### config.mk
export PLATFORM = sky130hd
export DESIGN_NAME = fetch_sequencer
export DESIGN_NICKNAME = d
export VERILOG_FILES = /design/src/rtl/baluga_isa_pkg.sv /design/src/rtl/fetch_pc_next.sv /design/src/rtl/fetch_sequencer.sv
export SDC_FILE = /design/constraint.sdc
export NUM_CORES = 1
export LEC_CHECK = 0
export ABC_AREA = 1
export ABC_CLOCK_PERIOD_IN_PS = 2400
export CORE_MARGIN = 2
export CORE_UTILIZATION = 52
export DETAILED_ROUTE_END_ITERATION = 12
export PLACE_DENSITY = 0.86
export SYNTH_ARGS = -nofsm -noshare
export SYNTH_HDL_FRONTEND = slang
export SYNTH_SLANG_ARGS = --single-unit
### constraint.sdc
create_clock -name clk -period 2.4 [get_ports clk]
set_clock_uncertainty 0.05 [all_clocks]
set_input_delay 0.48 -clock clk [delete_from_list [all_inputs] [get_ports clk]]
set_output_delay 0.48 -clock clk [all_outputs]
set_load 0.01 [all_outputs]
### src/rtl/baluga_isa_pkg.sv
// Shared ISA constants and fetch FSM state type for the 9-bit core.
package baluga_isa_pkg;

  localparam int unsigned INSTR_W = 9;
  localparam int unsigned ADDR_W  = 8;

  localparam logic [INSTR_W-1:0] HALT_WORD = 9'b0111_00_010;

  typedef enum logic [1:0] {
    IDLE,
    RUN,
    HALTED
  } fetch_state_t;

endpackage

### src/rtl/fetch_pc_next.sv
// Next-PC selection: jump beats branch, both only apply to a valid instr_out.
module fetch_pc_next (
  input  logic [7:0] i_pc,
  input  logic [7:0] i_instr_pc,
  input  logic       i_instr_valid,
  input  logic       i_jump_valid,
  input  logic [7:0] i_jump_target,
  input  logic       i_branch_taken,
  input  logic [7:0] i_branch_offset,
  output logic [7:0] o_pc_next,
  output logic       o_squash
);

  always_comb begin
    o_squash  = 1'b0;
    o_pc_next = i_pc + 8'd1;
    if (i_instr_valid && i_jump_valid) begin
      o_squash  = 1'b1;
      o_pc_next = i_jump_target;
    end else if (i_instr_valid && i_branch_taken) begin
      o_squash  = 1'b1;
      // Offset is relative to the instruction being executed, wraps mod 256.
      o_pc_next = i_instr_pc + i_branch_offset;
    end
  end

endmodule

### src/rtl/fetch_sequencer.sv
// PC and fetch controller: drives the ROM address, registers the fetched word,
// applies execute redirects, stops on the halt encoding and flags PC overrun.
module fetch_sequencer #(
  parameter logic [baluga_isa_pkg::ADDR_W-1:0]  START_ADDR = 8'd0,
  parameter logic [8:0]                         PROG_LEN   = 9'd256,
  parameter logic [baluga_isa_pkg::INSTR_W-1:0] HALT_WORD  = baluga_isa_pkg::HALT_WORD,
  parameter int unsigned                        CNT_W      = 16
) (
  input  logic             clk,
  input  logic             reset,
  input  logic             start,
  input  logic             stall,
  output logic [7:0]       rom_address,
  input  logic [8:0]       rom_instruction,
  input  logic             jump_valid,
  input  logic [7:0]       jump_target,
  input  logic             branch_taken,
  input  logic [7:0]       branch_offset,
  output logic [8:0]       instr_out,
  output logic [7:0]       instr_pc,
  output logic             instr_valid,
  output logic             halted,
  output logic             fault,
  output logic [CNT_W-1:0] issued_count
);

  import baluga_isa_pkg::*;

  fetch_state_t       r_state, w_state_nxt;
  logic [7:0]         r_pc, w_pc_nxt;
  logic [8:0]         r_instr, w_instr_nxt;
  logic [7:0]         r_instr_pc, w_instr_pc_nxt;
  logic               r_valid, w_valid_nxt;
  logic               r_fault, w_fault_nxt;
  logic [CNT_W-1:0]   r_cnt, w_cnt_nxt;
  logic [7:0]         w_pc_seq;
  logic               w_squash;

  fetch_pc_next u_pc_next (
    .i_pc            (r_pc),
    .i_instr_pc      (r_instr_pc),
    .i_instr_valid   (r_valid),
    .i_jump_valid    (jump_valid),
    .i_jump_target   (jump_target),
    .i_branch_taken  (branch_taken),
    .i_branch_offset (branch_offset),
    .o_pc_next       (w_pc_seq),
    .o_squash        (w_squash)
  );

  always_ff @(posedge clk) begin
    if (reset) begin
      r_state    <= IDLE;
      r_pc       <= START_ADDR;
      r_instr    <= '0;
      r_instr_pc <= '0;
      r_valid    <= 1'b0;
      r_fault    <= 1'b0;
      r_cnt      <= '0;
    end else begin
      r_state    <= w_state_nxt;
      r_pc       <= w_pc_nxt;
      r_instr    <= w_instr_nxt;
      r_instr_pc <= w_instr_pc_nxt;
      r_valid    <= w_valid_nxt;
      r_fault    <= w_fault_nxt;
      r_cnt      <= w_cnt_nxt;
    end
  end

  always_comb begin
    w_state_nxt    = r_state;
    w_pc_nxt       = r_pc;
    w_instr_nxt    = r_instr;
    w_instr_pc_nxt = r_instr_pc;
    w_valid_nxt    = r_valid;
    w_fault_nxt    = r_fault;
    w_cnt_nxt      = r_cnt;
    case (r_state)
      IDLE: begin
        if (start) begin
          w_state_nxt = RUN;
          w_pc_nxt    = START_ADDR;
          w_cnt_nxt   = '0;
          w_valid_nxt = 1'b0;
        end
      end
      RUN: begin
        if (!stall) begin
          if (w_squash) begin
            w_pc_nxt    = w_pc_seq;
            w_valid_nxt = 1'b0;
          end else if ({1'b0, r_pc} >= PROG_LEN) begin
            w_state_nxt = HALTED;
            w_fault_nxt = 1'b1;
            w_valid_nxt = 1'b0;
          end else begin
            w_instr_nxt    = rom_instruction;
            w_instr_pc_nxt = r_pc;
            w_valid_nxt    = 1'b1;
            if (r_cnt != {CNT_W{1'b1}}) w_cnt_nxt = r_cnt + CNT_W'(1);
            // Halt word is still issued so decode sees it for one cycle.
            if (rom_instruction == HALT_WORD) w_state_nxt = HALTED;
            else                              w_pc_nxt    = w_pc_seq;
          end
        end
      end
      HALTED: begin
        if (start) begin
          w_state_nxt = RUN;
          w_pc_nxt    = START_ADDR;
          w_fault_nxt = 1'b0;
          w_cnt_nxt   = '0;
          w_valid_nxt = 1'b0;
        end else if (!stall) begin
          w_valid_nxt = 1'b0;
        end
      end
      default: w_state_nxt = IDLE;
    endcase
  end

  assign rom_address  = r_pc;
  assign instr_out    = r_instr;
  assign instr_pc     = r_instr_pc;
  assign instr_valid  = r_valid;
  assign halted       = (r_state == HALTED);
  assign fault        = r_fault;
  assign issued_count = r_cnt;

endmodule

==> flow_summary_export.csv <==
group,metric,value,unit
critical_path,crit_type,"flip-flop to primary output",
die,die_area,5730,sq um
final_layout,final_core_util,70.6,%
die,ios,75,
yosys,syn-num-nets,450,
yosys,ys.flop_type,"dfxtp_1",
sta,maxSlewHeadroom,60.0,%
hold_path,whs_endpoint,"instr_out[5]$_SDFFE_PP0P_",
global_routing,grt_pass1_wl,11600,um
die,start_util,53.0,%
placed_design,hpwlAfterDp,5560,um
sta,fmax,0.469,GHz
sta,drv_slew,0,
final_layout,n_antenna_cell,0,
placed_design,port_buffers,73,
critical_path,rr_startpoint,"r_state[0]$_SDFFE_PP0P_",
clocking,insertion_delay,0.30,ns
die,row_count,26,
critical_path,r2r_end,"instr_pc[2]$_SDFFE_PP0P_",
critical_path,path_cells,"nor2_1 -> clkdlybuf4s50_1",
yosys,synth-edff-count,0,
global_routing,grt_pass1_vias,2669,
yosys,avgSynthCellArea,6.53,sq um
detailed_routing,vias,2855,
clocking,clock_sinks,44,
yosys,synth_area,2670,sq um
detailed_routing,drtIter0Drc,183,
die,die_h,75.7,um
clocking,cts_setup_buffers,0,
clocking,cts.hold.buffers_added,0,
final_layout,drive_gt1_share,7.44,%
yosys,synthDistinctLibCells,34,
yosys,netlist_instances,409,
placed_design,dpl_cell_area,3470,sq um
critical_path,worstPathMaxFanout,11,
sta,fin_crit,2.13,ns
sta,finalHoldViolCount,0,
sta,period_share,88.8,%
detailed_routing,drcViolationCount,0,
placed_design,gp_congestion,0.924,
global_routing,antenna_found_initial,0,
critical_path,slowest_delay,0.64,ns
critical_path,crit_required,1.87,ns
final_layout,fin_nets,524,
detailed_routing,first_pass_iters,4,
critical_path,worstSetupEndpointType,"primary output",
global_routing,grt_overflow,0,
global_routing,grt_usage,26.4,%
detailed_routing,avgViaCountPerCell,5.15,
power_and_ir_drop,peakVddDrop,0.311,mV
hold_path,worst_hold_startpoint,"instr_out[5]$_SDFFE_PP0P_",
critical_path,arrival,1.60,ns
final_layout,area_delta_synth_final,33.2,%
final_layout,layout_common_cells,"88 x nand2_1, 73 x clkdlybuf4s50_1, 62 x nor2_1, 44 x dfxtp_1, 42 x inv_1",
detailed_routing,wl_per_cell,13.0,um
final_layout,final_cell_area,3560,sq um
clocking,clk_path_buf_depth,2,
die,fp.dieW,75.7,um
critical_path,critPathSlowestCell,"dfxtp_1",
sta,rsz0062_at_grt,"no",
yosys,ys_seq_elements,44,
clocking,cts_tree,"built",
critical_path,reg2regPathDepth,6,
clocking,htreeDepth,2,
final_layout,layout_commonest_cell,"nand2_1",
clocking,cts_resized,0,
critical_path,critPathLaunchType,"flip-flop",
yosys,postSynth.asyncResetShare,0,%
status,run_status,"finished, final reports clean",
die,coreArea,5040,sq um
sta,tns,0,ns
final_layout,fill_cells,434,
detailed_routing,routed_wl,7220,um
flow_run,cap_viol_max_count,0,
yosys,yosysSeqAreaShare,33.0,%
critical_path,r2r_slack,0.45,ns
sta,tightest_slew,0.600,ns
hold_path,min-delay-path-class,"flip-flop to flip-flop",
clocking,cts_buffers,5,
clocking,cts_root_buffer,"clkbuf_8",
power_and_ir_drop,p_leak,0.00142,uW
global_routing,grt_max_degree,26,
clocking,path_clk_slew,0.09,ns
hold_path,hold_depth,2,
power_and_ir_drop,power.density,471,nW/um^2
detailed_routing,ant_nets,0,
sta,setup_viol,0,
yosys,ys_warn_count,0,
==> state kept, by name, summed over array words and instances (netlist names) <==
| register | flops |
|---|---|
| issued_count | 16 |
| instr_pc | 8 |
| rom_address | 8 |
| instr_out | 9 |
| r_state | 2 |
| instr_valid | 1 |
==> report_power, final <==
| group | leakage, uW | total [uW] | internal (uW) | switching [uW] |
|---|---|---|---|---|
| Combinational | 0.00103 | 400 | 188 | 212 |
| Clock | 0.0000404 | 477 | 206 | 270 |
| Sequential | 0.000358 | 799 | 764 | 35.0 |
==> cell type report <==
cell class | instances | area, sq um | share of cell area, %
inverters | 46 | 173 | 4.85
clock inverters | 3 | 23.8 | 0.668
well taps | 70 | 87.6 | 2.46
repair buffers | 82 | 798 | 22.4
multi-input cells | 304 | 1530 | 42.9
flip-flops and latches | 44 | 881 | 24.8
clock buffers | 5 | 68.8 | 1.93
==> how the worst max path moves through the flow <==
stage	start	to	slack (ns)
floorplan	branch_offset[0]	rom_address[6]$_SDFFE_PP0P_	0.58
finish	r_state[0]$_SDFFE_PP0P_	halted	0.27
global route	branch_offset[0]	rom_address[6]$_SDFFE_PP0P_	0.21
detailed placement	branch_offset[0]	rom_address[6]$_SDFFE_PP0P_	0.05
CTS	r_state[0]$_SDFFE_PP0P_	halted	0.30
global placement	branch_offset[0]	rom_address[6]$_SDFFE_PP0P_	0.11
==> per-stage QoR <==
| step | total power (uW) | hold slack [ns] | setup WS, ns | cells |
|---|---|---|---|---|
| after global routing | 1760 | 0.467 | 0.212 | 554 |
| after detailed placement | 1210 | 0.433 | 0.0541 | 546 |
| after floorplan | 1040 | 0.435 | 0.584 | 409 |
| final | 1680 | 0.444 | 0.269 | 554 |
| after CTS | 1680 | 0.448 | 0.298 | 554 |
| after global placement | 1200 | 0.415 | 0.109 | 546 |
==> cell usage after synthesis (all sizes together) (6+ instances only) <==
cell	instances	area share, %
inv	46	6.5
a21oi	38	7.1
xor2	6	2.0
nor2	68	10
buf	8	2.4
nor3	10	2.1
ha	9	4.2
o21ai	34	6.4
nand3	27	5.4
dfxtp	44	33
clkbuf	7	0.98
nand2	93	14
==> logic make-up after synthesis <==
kind of cell | Yosys count | share of synthesized area [%]
compound gates | 78 | 15.4
xor+xnor | 8 | 2.62
fa+ha+maj | 10 | 4.96
buf+inv | 61 | 9.88
flops | 44 | 33.0
other cells | 1 | 0.140
simple gates | 207 | 34.0
==> layer usage <==
| layer | GRT usage (%) | up-vias | share of wire (%) |
|---|---|---|---|
| li1 | - | 1464 | - |
| met1 | 30.2 | 1280 | 42 |
| met2 | 48.7 | 99 | 51 |
| met3 | 5.16 | 12 | 6.1 |
| met4 | 8.97 | 0 | 1.5 |
| met5 | 0 | - | 0 |
==> critical path: cells and delay by family (launching register included) <==
family                 cells  cell delay (ns)
buffers and inverters      1             0.52
flip-flops                 1             0.64
AND/OR/NAND/NOR            1             0.15
Power figures use the tool's default switching activity.
